### src/rtl/qa_drv_mem_req_buffer.sv
// ---------------------------------------------------------------------------
// qa_drv_mem_req_buffer
//
// Client-side request stage in front of the QA memory driver. Read and write
// requests are buffered in small FIFOs and issued only while the driver is
// ready. Writes issued but not yet acknowledged are counted (capped at
// MAX_WRITES), and a write fence completes once every write accepted up to
// and including the fence cycle has been acknowledged.
//
// Optional feature macro: QA_DRV_MEM_REQ_BUF_STATS_EN
//   defined   -> o_stat_* are live 32-bit wrapping counters
//   undefined -> o_stat_* are tied to 0 and no counter logic exists
//
// Ports:
//   clk, reset_n                 clock, synchronous active-low reset
//   i_rd_* / o_rd_ready          client read request channel
//   i_wr_* / o_wr_ready          client write request channel
//   i_fence_valid, o_fence_ready fence request handshake
//   o_fence_done                 one-cycle pulse when the fence completes
//   o_drv_read_req_*             read issue to driver, i_drv_read_req_rdy
//   o_drv_write_*                write issue to driver, i_drv_write_rdy
//   i_drv_write_ack              writes completed this cycle (0..2)
//   o_wr_outstanding             writes issued but not yet acked
//   o_ack_underflow_err          sticky: ack arrived with nothing in flight
//   o_stat_rd_issued/_wr_issued/_wr_stall  statistics counters
// ---------------------------------------------------------------------------
module qa_drv_mem_req_buffer #(
    parameter int ADDR_BITS     = 58,
    parameter int DATA_BITS     = 512,
    parameter int RD_FIFO_DEPTH = 4,
    parameter int WR_FIFO_DEPTH = 4,
    parameter int MAX_WRITES    = 64
) (
    input  logic                 clk,
    input  logic                 reset_n,
    input  logic                 i_rd_valid,
    input  logic [ADDR_BITS-1:0] i_rd_addr,
    input  logic                 i_rd_cached,
    input  logic                 i_rd_check_order,
    output logic                 o_rd_ready,
    input  logic                 i_wr_valid,
    input  logic [ADDR_BITS-1:0] i_wr_addr,
    input  logic [DATA_BITS-1:0] i_wr_data,
    input  logic                 i_wr_cached,
    input  logic                 i_wr_check_order,
    output logic                 o_wr_ready,
    input  logic                 i_fence_valid,
    output logic                 o_fence_ready,
    output logic                 o_fence_done,
    output logic [ADDR_BITS-1:0] o_drv_read_req_addr,
    output logic                 o_drv_read_req_cached,
    output logic                 o_drv_read_req_check_order,
    output logic                 o_drv_read_req_enable,
    input  logic                 i_drv_read_req_rdy,
    output logic [ADDR_BITS-1:0] o_drv_write_addr,
    output logic [DATA_BITS-1:0] o_drv_write_data,
    output logic                 o_drv_write_cached,
    output logic                 o_drv_write_check_order,
    output logic                 o_drv_write_enable,
    input  logic                 i_drv_write_rdy,
    input  logic [1:0]           i_drv_write_ack,
    output logic [7:0]           o_wr_outstanding,
    output logic                 o_ack_underflow_err,
    output logic [31:0]          o_stat_rd_issued,
    output logic [31:0]          o_stat_wr_issued,
    output logic [31:0]          o_stat_wr_stall
);

    localparam int RD_PTR_W = $clog2(RD_FIFO_DEPTH);
    localparam int WR_PTR_W = $clog2(WR_FIFO_DEPTH);
    localparam int RD_CNT_W = RD_PTR_W + 1;
    localparam int WR_CNT_W = WR_PTR_W + 1;
    localparam int RD_ENT_W = ADDR_BITS + 2;
    localparam int WR_ENT_W = ADDR_BITS + DATA_BITS + 2;

    typedef enum logic [1:0] {FENCE_IDLE, FENCE_DRAIN, FENCE_DONE} fence_state_t;

    // ---------------- read FIFO ----------------
    logic [RD_ENT_W-1:0] r_rd_mem [RD_FIFO_DEPTH];
    logic [RD_PTR_W-1:0] r_rd_wptr, r_rd_rptr;
    logic [RD_CNT_W-1:0] r_rd_count, w_rd_count_next;
    logic                r_rd_ready;
    logic [RD_ENT_W-1:0] w_rd_in, w_rd_head;
    logic                w_rd_push, w_rd_pop;

    assign w_rd_in   = {i_rd_addr, i_rd_cached, i_rd_check_order};
    assign w_rd_push = i_rd_valid & r_rd_ready;
    // An empty FIFO forwards the incoming request so the issue lands one
    // cycle after the client push.
    assign w_rd_pop  = ((r_rd_count != '0) | w_rd_push) & i_drv_read_req_rdy;
    assign w_rd_head = (r_rd_count == '0) ? w_rd_in : r_rd_mem[r_rd_rptr];
    assign w_rd_count_next = r_rd_count + RD_CNT_W'(w_rd_push) - RD_CNT_W'(w_rd_pop);

    // NOTE: storage arrays carry no reset; the count/pointers define validity,
    // which keeps them mappable to plain RAM/flops without reset muxes.
    always_ff @(posedge clk) begin
        if (w_rd_push) r_rd_mem[r_rd_wptr] <= w_rd_in;
    end

    // ---------------- write FIFO ----------------
    logic [WR_ENT_W-1:0] r_wr_mem [WR_FIFO_DEPTH];
    logic [WR_PTR_W-1:0] r_wr_wptr, r_wr_rptr;
    logic [WR_CNT_W-1:0] r_wr_count, w_wr_count_next;
    logic                r_wr_ready;
    logic [WR_ENT_W-1:0] w_wr_in, w_wr_head;
    logic                w_wr_push, w_wr_issue;
    logic [7:0]          r_wr_out, w_wr_out_next;
    logic                r_underflow, w_underflow;
    logic [8:0]          w_wr_sum;

    assign w_wr_in    = {i_wr_addr, i_wr_data, i_wr_cached, i_wr_check_order};
    assign w_wr_push  = i_wr_valid & r_wr_ready;
    // Issue is gated by the registered count, so an ack arriving while at the
    // cap only unblocks issue on the following cycle.
    assign w_wr_issue = ((r_wr_count != '0) | w_wr_push) & i_drv_write_rdy
                        & (r_wr_out < 8'(MAX_WRITES));
    assign w_wr_head  = (r_wr_count == '0) ? w_wr_in : r_wr_mem[r_wr_rptr];
    assign w_wr_count_next = r_wr_count + WR_CNT_W'(w_wr_push) - WR_CNT_W'(w_wr_issue);

    always_ff @(posedge clk) begin
        if (w_wr_push) r_wr_mem[r_wr_wptr] <= w_wr_in;
    end

    // Outstanding count in 9 bits; an ack exceeding the count clamps to 0.
    assign w_wr_sum      = {1'b0, r_wr_out} + 9'(w_wr_issue);
    assign w_underflow   = (w_wr_sum < 9'(i_drv_write_ack));
    assign w_wr_out_next = w_underflow ? 8'd0 : 8'(w_wr_sum - 9'(i_drv_write_ack));

    // ---------------- fence FSM ----------------
    fence_state_t r_fence_state, w_fence_next;
    logic         r_fence_ready;
    logic         w_fence_accept;

    assign w_fence_accept = i_fence_valid & r_fence_ready;

    // NOTE: every always_comb output gets a default first so no path leaves
    // it unassigned, which would otherwise infer a latch.
    always_comb begin
        w_fence_next = r_fence_state;
        o_fence_done = 1'b0;
        case (r_fence_state)
            FENCE_IDLE:  if (w_fence_accept) w_fence_next = FENCE_DRAIN;
            // Next-cycle values let an ack that drains the last write this
            // cycle complete the fence immediately.
            FENCE_DRAIN: if (w_wr_count_next == '0 && w_wr_out_next == 8'd0)
                             w_fence_next = FENCE_DONE;
            FENCE_DONE: begin
                o_fence_done = 1'b1;
                w_fence_next = FENCE_IDLE;
            end
            default:     w_fence_next = FENCE_IDLE;
        endcase
    end

    // ---------------- state registers ----------------
    // NOTE: sequential state uses non-blocking assignments so all registers
    // update from the same pre-edge values regardless of statement order.
    always_ff @(posedge clk) begin
        if (!reset_n) begin
            r_rd_wptr      <= '0;
            r_rd_rptr      <= '0;
            r_rd_count     <= '0;
            r_wr_wptr      <= '0;
            r_wr_rptr      <= '0;
            r_wr_count     <= '0;
            r_wr_out       <= '0;
            r_underflow    <= 1'b0;
            r_fence_state  <= FENCE_IDLE;
            r_rd_ready     <= 1'b0;
            r_wr_ready     <= 1'b0;
            r_fence_ready  <= 1'b0;
            o_drv_read_req_enable      <= 1'b0;
            o_drv_read_req_addr        <= '0;
            o_drv_read_req_cached      <= 1'b0;
            o_drv_read_req_check_order <= 1'b0;
            o_drv_write_enable         <= 1'b0;
            o_drv_write_addr           <= '0;
            o_drv_write_data           <= '0;
            o_drv_write_cached         <= 1'b0;
            o_drv_write_check_order    <= 1'b0;
        end else begin
            if (w_rd_push) r_rd_wptr <= r_rd_wptr + 1'b1;
            if (w_rd_pop)  r_rd_rptr <= r_rd_rptr + 1'b1;
            r_rd_count <= w_rd_count_next;
            if (w_wr_push)  r_wr_wptr <= r_wr_wptr + 1'b1;
            if (w_wr_issue) r_wr_rptr <= r_wr_rptr + 1'b1;
            r_wr_count    <= w_wr_count_next;
            r_wr_out      <= w_wr_out_next;
            r_underflow   <= r_underflow | w_underflow;
            r_fence_state <= w_fence_next;
            r_rd_ready    <= (w_rd_count_next != RD_CNT_W'(RD_FIFO_DEPTH));
            r_wr_ready    <= (w_wr_count_next != WR_CNT_W'(WR_FIFO_DEPTH))
                             && (w_fence_next == FENCE_IDLE);
            r_fence_ready <= (w_fence_next == FENCE_IDLE);
            o_drv_read_req_enable <= w_rd_pop;
            if (w_rd_pop)
                {o_drv_read_req_addr, o_drv_read_req_cached,
                 o_drv_read_req_check_order} <= w_rd_head;
            o_drv_write_enable <= w_wr_issue;
            if (w_wr_issue)
                {o_drv_write_addr, o_drv_write_data, o_drv_write_cached,
                 o_drv_write_check_order} <= w_wr_head;
        end
    end

    assign o_rd_ready          = r_rd_ready;
    assign o_wr_ready          = r_wr_ready;
    assign o_fence_ready       = r_fence_ready;
    assign o_wr_outstanding    = r_wr_out;
    assign o_ack_underflow_err = r_underflow;

    // ---------------- optional statistics ----------------
`ifdef QA_DRV_MEM_REQ_BUF_STATS_EN
    logic [31:0] r_stat_rd, r_stat_wr, r_stat_stall;
    always_ff @(posedge clk) begin
        if (!reset_n) begin
            r_stat_rd    <= '0;
            r_stat_wr    <= '0;
            r_stat_stall <= '0;
        end else begin
            if (w_rd_pop)   r_stat_rd <= r_stat_rd + 32'd1;
            if (w_wr_issue) r_stat_wr <= r_stat_wr + 32'd1;
            // Stall: entries already buffered but nothing issued this cycle.
            if ((r_wr_count != '0) && !w_wr_issue) r_stat_stall <= r_stat_stall + 32'd1;
        end
    end
    assign o_stat_rd_issued = r_stat_rd;
    assign o_stat_wr_issued = r_stat_wr;
    assign o_stat_wr_stall  = r_stat_stall;
`else
    assign o_stat_rd_issued = '0;
    assign o_stat_wr_issued = '0;
    assign o_stat_wr_stall  = '0;
`endif

endmodule

### config.mk
export PLATFORM = sky130hd
export DESIGN_NAME = qa_drv_mem_req_buffer
export DESIGN_NICKNAME = d
export VERILOG_FILES = /design/src/rtl/qa_drv_mem_req_buffer.sv
export SDC_FILE = /design/constraint.sdc
export NUM_CORES = 2
export LEC_CHECK = 0
export BUFFER_PORTS_ARGS = -buffer_cell sky130_fd_sc_hd__buf_2
export CORE_AREA = 2 2 544 546
export CTS_CLUSTER_SIZE = 10
export DETAILED_ROUTE_END_ITERATION = 8
export DIE_AREA = 0 0 546 548
export GPL_TIMING_DRIVEN = 0
export MAX_ROUTING_LAYER = met4
export PLACE_DENSITY = 0.64
export SLEW_MARGIN = 20
export SYNTH_ARGS = -nofsm -noshare
export SYNTH_HDL_FRONTEND = slang
export SYNTH_SLANG_ARGS = --single-unit
### constraint.sdc
create_clock -name clk -period 37.1 [get_ports clk]
set_input_delay 1.855 -clock clk [delete_from_list [all_inputs] [get_ports clk]]
set_output_delay 1.855 -clock clk [all_outputs]
set_load 0.05 [all_outputs]
==> run_results.csv <==
group,metric,value,unit
outcome,outcome,"complete, no violations",
finish,final_common_cell,"edfxtp_1",
cts,post_cts_resize_count,0,
timing,maxSlewHeadroom,0.197,
power,ir_drop,0.0659,mV
worst_setup_path,crit_fanout,10,
placed_design,place_congestion,0.912,
cts,post_cts_buffers,0,
synthesis,synthFlopType,"edfxtp_1",
routing,drtIter0Drc,7229,
grt,grt_pass1_vias,72300,
power,combPwrFrac,0.347,
cts,clk_pin_slew,60,ps
worst_setup_path,reg2reg_depth,16,
synthesis,syn_area_per_cell,17.3,um2
power,swShare,0.379,
timing,fin_crit,5730,ps
grt,grt_overflow,0,
finish,drive_above_1_share,0.295,
worst_setup_path,r2r_setup_slack,31900,ps
worst_hold_path,hold_class,"flop to flop",
grt,grt.met2_usage,0.373,
power,pwr-share-clk,0.275,
placed_design,hpwl,257000,um
synthesis,synthDistinctLibCells,49,
grt,antenna_found_initial,225,
finish,nets,9504,
power,netSwitchingPower,4.59,mW
grt,grt_pass1_wl,514000,um
timing,maxSlewViolCount,0,
worst_setup_path,r2r_end,"r_fence_state[0]$_SDFF_PN0_",
cts,clk_path_buf_depth,4,
timing,clock.fmax,0.175,GHz
die,fp-row-count,199,
power,sequentialPowerShare,0.377,
timing,post-route-period-util,0.154,
routing,ant_nets,0,
timing,tns,0,ps
cts,clockRootBuffer,"clkbuf_16",
synthesis,ys_warn_count,0,
grt,grt_usage,0.242,
timing,worst_pin_slew,1200,ps
worst_setup_path,worstSetupEndpoint,"r_fence_state[0]$_SDFF_PN0_",
die,die_area,0.299,mm2
die,io_pins,1384,
synthesis,synth_edf_count,2528,
finish,final_cell_area,0.147,mm2
finish,final_cell_mix,"edfxtp_1 (2528), buf_2 (1450), nand2_1 (1212)",
finish,syn_to_final_growth,20.6,%
synthesis,synth-seq-area-share,0.734,
routing,viasPerCell,5.47,
cts,cts_max_level,5,
worst_setup_path,cp.arrival,6500,ps
worst_setup_path,criticalPathCategory,"input port to flop",
routing,wire_per_inst,27.3,um
power,powerDensity,82.7,mW/mm2
cts,numCtsBuffers,365,
cts,worstSkewPairLatency,950,ps
timing,finalHoldViolCount,0,
grt,grt_max_degree,44,
worst_setup_path,required,37870,ps
timing,rsz0062_at_grt,"false",
synthesis,syn-instance-count,7023,
power,p_leak,57.6,nW
synthesis,postSynthRegisterBits,3194,
synthesis,syn_area,0.122,mm2
power,internal_power,7.54,mW
grt,grt-busiest-layer,"met2",
die,die_h,548,um
routing,num_vias,72400,
die,start_util,0.415,
placed_design,place_area,0.135,mm2
die,fp.dieW,546,um
flow_run,drv_cap,0,
cts,cts_hold_buf,0,
worst_setup_path,end_kind,"flop",
grt,grtUsageMet1,0.294,
routing,first_pass_iters,6,
cts,cts_tree,"yes",
placed_design,numPortBuffers,1286,
timing,fin_worst_skew,87.2,ps
worst_setup_path,startpoint_type,"input port",
die,core,0.293,mm2
routing,drcViolationCount,0,
cts,clock_sinks,3194,
timing,setup_viol_count_final,0,
grt,grtUsageMet3,0.0763,
worst_setup_path,crit_path_start,"i_drv_write_rdy",
synthesis,async_reset_ff_frac,0,
worst_setup_path,r2r-start,"o_wr_outstanding[7]$_SDFF_PN0_",
routing,drt-total-wl,362000,um
[final cells by class]
type | instances | area (um2)
multi-input cells | 3324 | 30000
clock inverters | 32 | 683
fillers | 24400 | 146000
plain buffers | 585 | 2790
inverters | 15 | 56.3
clock buffers | 655 | 10400
diodes | 158 | 395
well taps | 3919 | 4900
repair buffers | 1360 | 8270
flip-flops and latches | 3194 | 89200
[per-layer routing]
| layer | share of wire | routed length, um |
|---|---|---|
| met2 | 0.47 | 170000 |
| met5 | 0 | 0 |
| met3 | 0.099 | 35800 |
| met4 | 0.049 | 17600 |
| met1 | 0.38 | 139000 |
[synthesized netlist by cell type, drive strengths merged, types with 12 or more instances]
cell | n | area (um2)
and2 | 12 | 75.1
ha | 15 | 188
dfxtp | 666 | 13300
mux4 | 632 | 14200
mux2i | 61 | 611
xnor2 | 12 | 113
o211a | 632 | 6330
nand2 | 1212 | 4550
clkbuf | 299 | 1120
nand3 | 578 | 2890
buf | 286 | 1640
inv | 15 | 56.3
edfxtp | 2528 | 75900
[power groups by stage]
stage	logic (mW)	registers (mW)	clock network [mW]
6_report	4.22	4.58	3.34
4_1_cts	4.25	4.57	3.40
5_1_grt	4.48	4.61	3.54
3_3_place_gp	4.16	4.82	0
3_5_place_dp	4.23	4.64	0
2_1_floorplan	1.85	5.73	0
[flip-flops by register name, indices dropped and copies added (netlist names), 2 cells and up, named ones only]
signal and cells:
o_drv_read_req_addr 58, r_wr_count 3, r_rd_mem 240, r_wr_rptr 2, o_wr_outstanding 8, o_drv_write_addr 58
o_drv_write_data 512, r_rd_rptr 2, r_rd_wptr 2, r_rd_count 3, r_wr_mem 2288, r_wr_wptr 2
r_fence_state 2
[critical path, cell delays in order]
cell     delay (ps)
buf_2            80
or3b_4          450
or2_2           350
inv_2           130
buf_2           490
buf_2           460
buf_2           490
ha_1            320
inv_1            50
ha_1            120
inv_1            60
fa_1            430
nor2_1          250
nand3_1         140
xnor2_1         250
a41oi_1         210
o31a_1          320
[stage by stage]
stage | std cells | power, mW | util | worst slack [ps] | hold slack [ps]
5_1_grt | 13200 | 12.6 | 0.500 | 31150 | 504
4_1_cts | 13100 | 12.2 | 0.499 | 31290 | 474
3_3_place_gp | 12300 | 8.98 | 0.455 | 8540 | 455
2_1_floorplan | 7118 | 7.58 | - | 21230 | 462
3_5_place_dp | 12400 | 8.87 | 0.461 | 30340 | 461
6_report | 13200 | 12.1 | 0.501 | 31370 | 474
[cell families (layout without fill, tap and decap cells)]
group	Yosys count	in the layout	share of synthesized area
AOI/OAI and AO/OA	652	652	0.0535
and+or+nand+nor	1846	1846	0.0642
adders and majority gates	18	18	0.00204
other	1	254	0.0000308
DFF	3194	3194	0.734
muxes	693	693	0.122
buffers and inverters	600	2647	0.0232
xor gates and xnor gates	19	19	0.00143
[worst min-delay path by stage]
stage	from	endpoint	slack (ps)	cells past startpoint
floorplan	r_fence_state[1]$_SDFF_PN0_	o_fence_ready$_SDFF_PN0_	460	1
global placement	o_ack_underflow_err$_SDFF_PN0_	o_ack_underflow_err$_SDFF_PN0_	450	1
detailed placement	o_ack_underflow_err$_SDFF_PN0_	o_ack_underflow_err$_SDFF_PN0_	460	1
CTS	o_ack_underflow_err$_SDFF_PN0_	o_ack_underflow_err$_SDFF_PN0_	470	1
global route	o_ack_underflow_err$_SDFF_PN0_	o_ack_underflow_err$_SDFF_PN0_	500	1
finish	o_ack_underflow_err$_SDFF_PN0_	o_ack_underflow_err$_SDFF_PN0_	470	1
No activity file was read; power rests on OpenSTA's default activity.
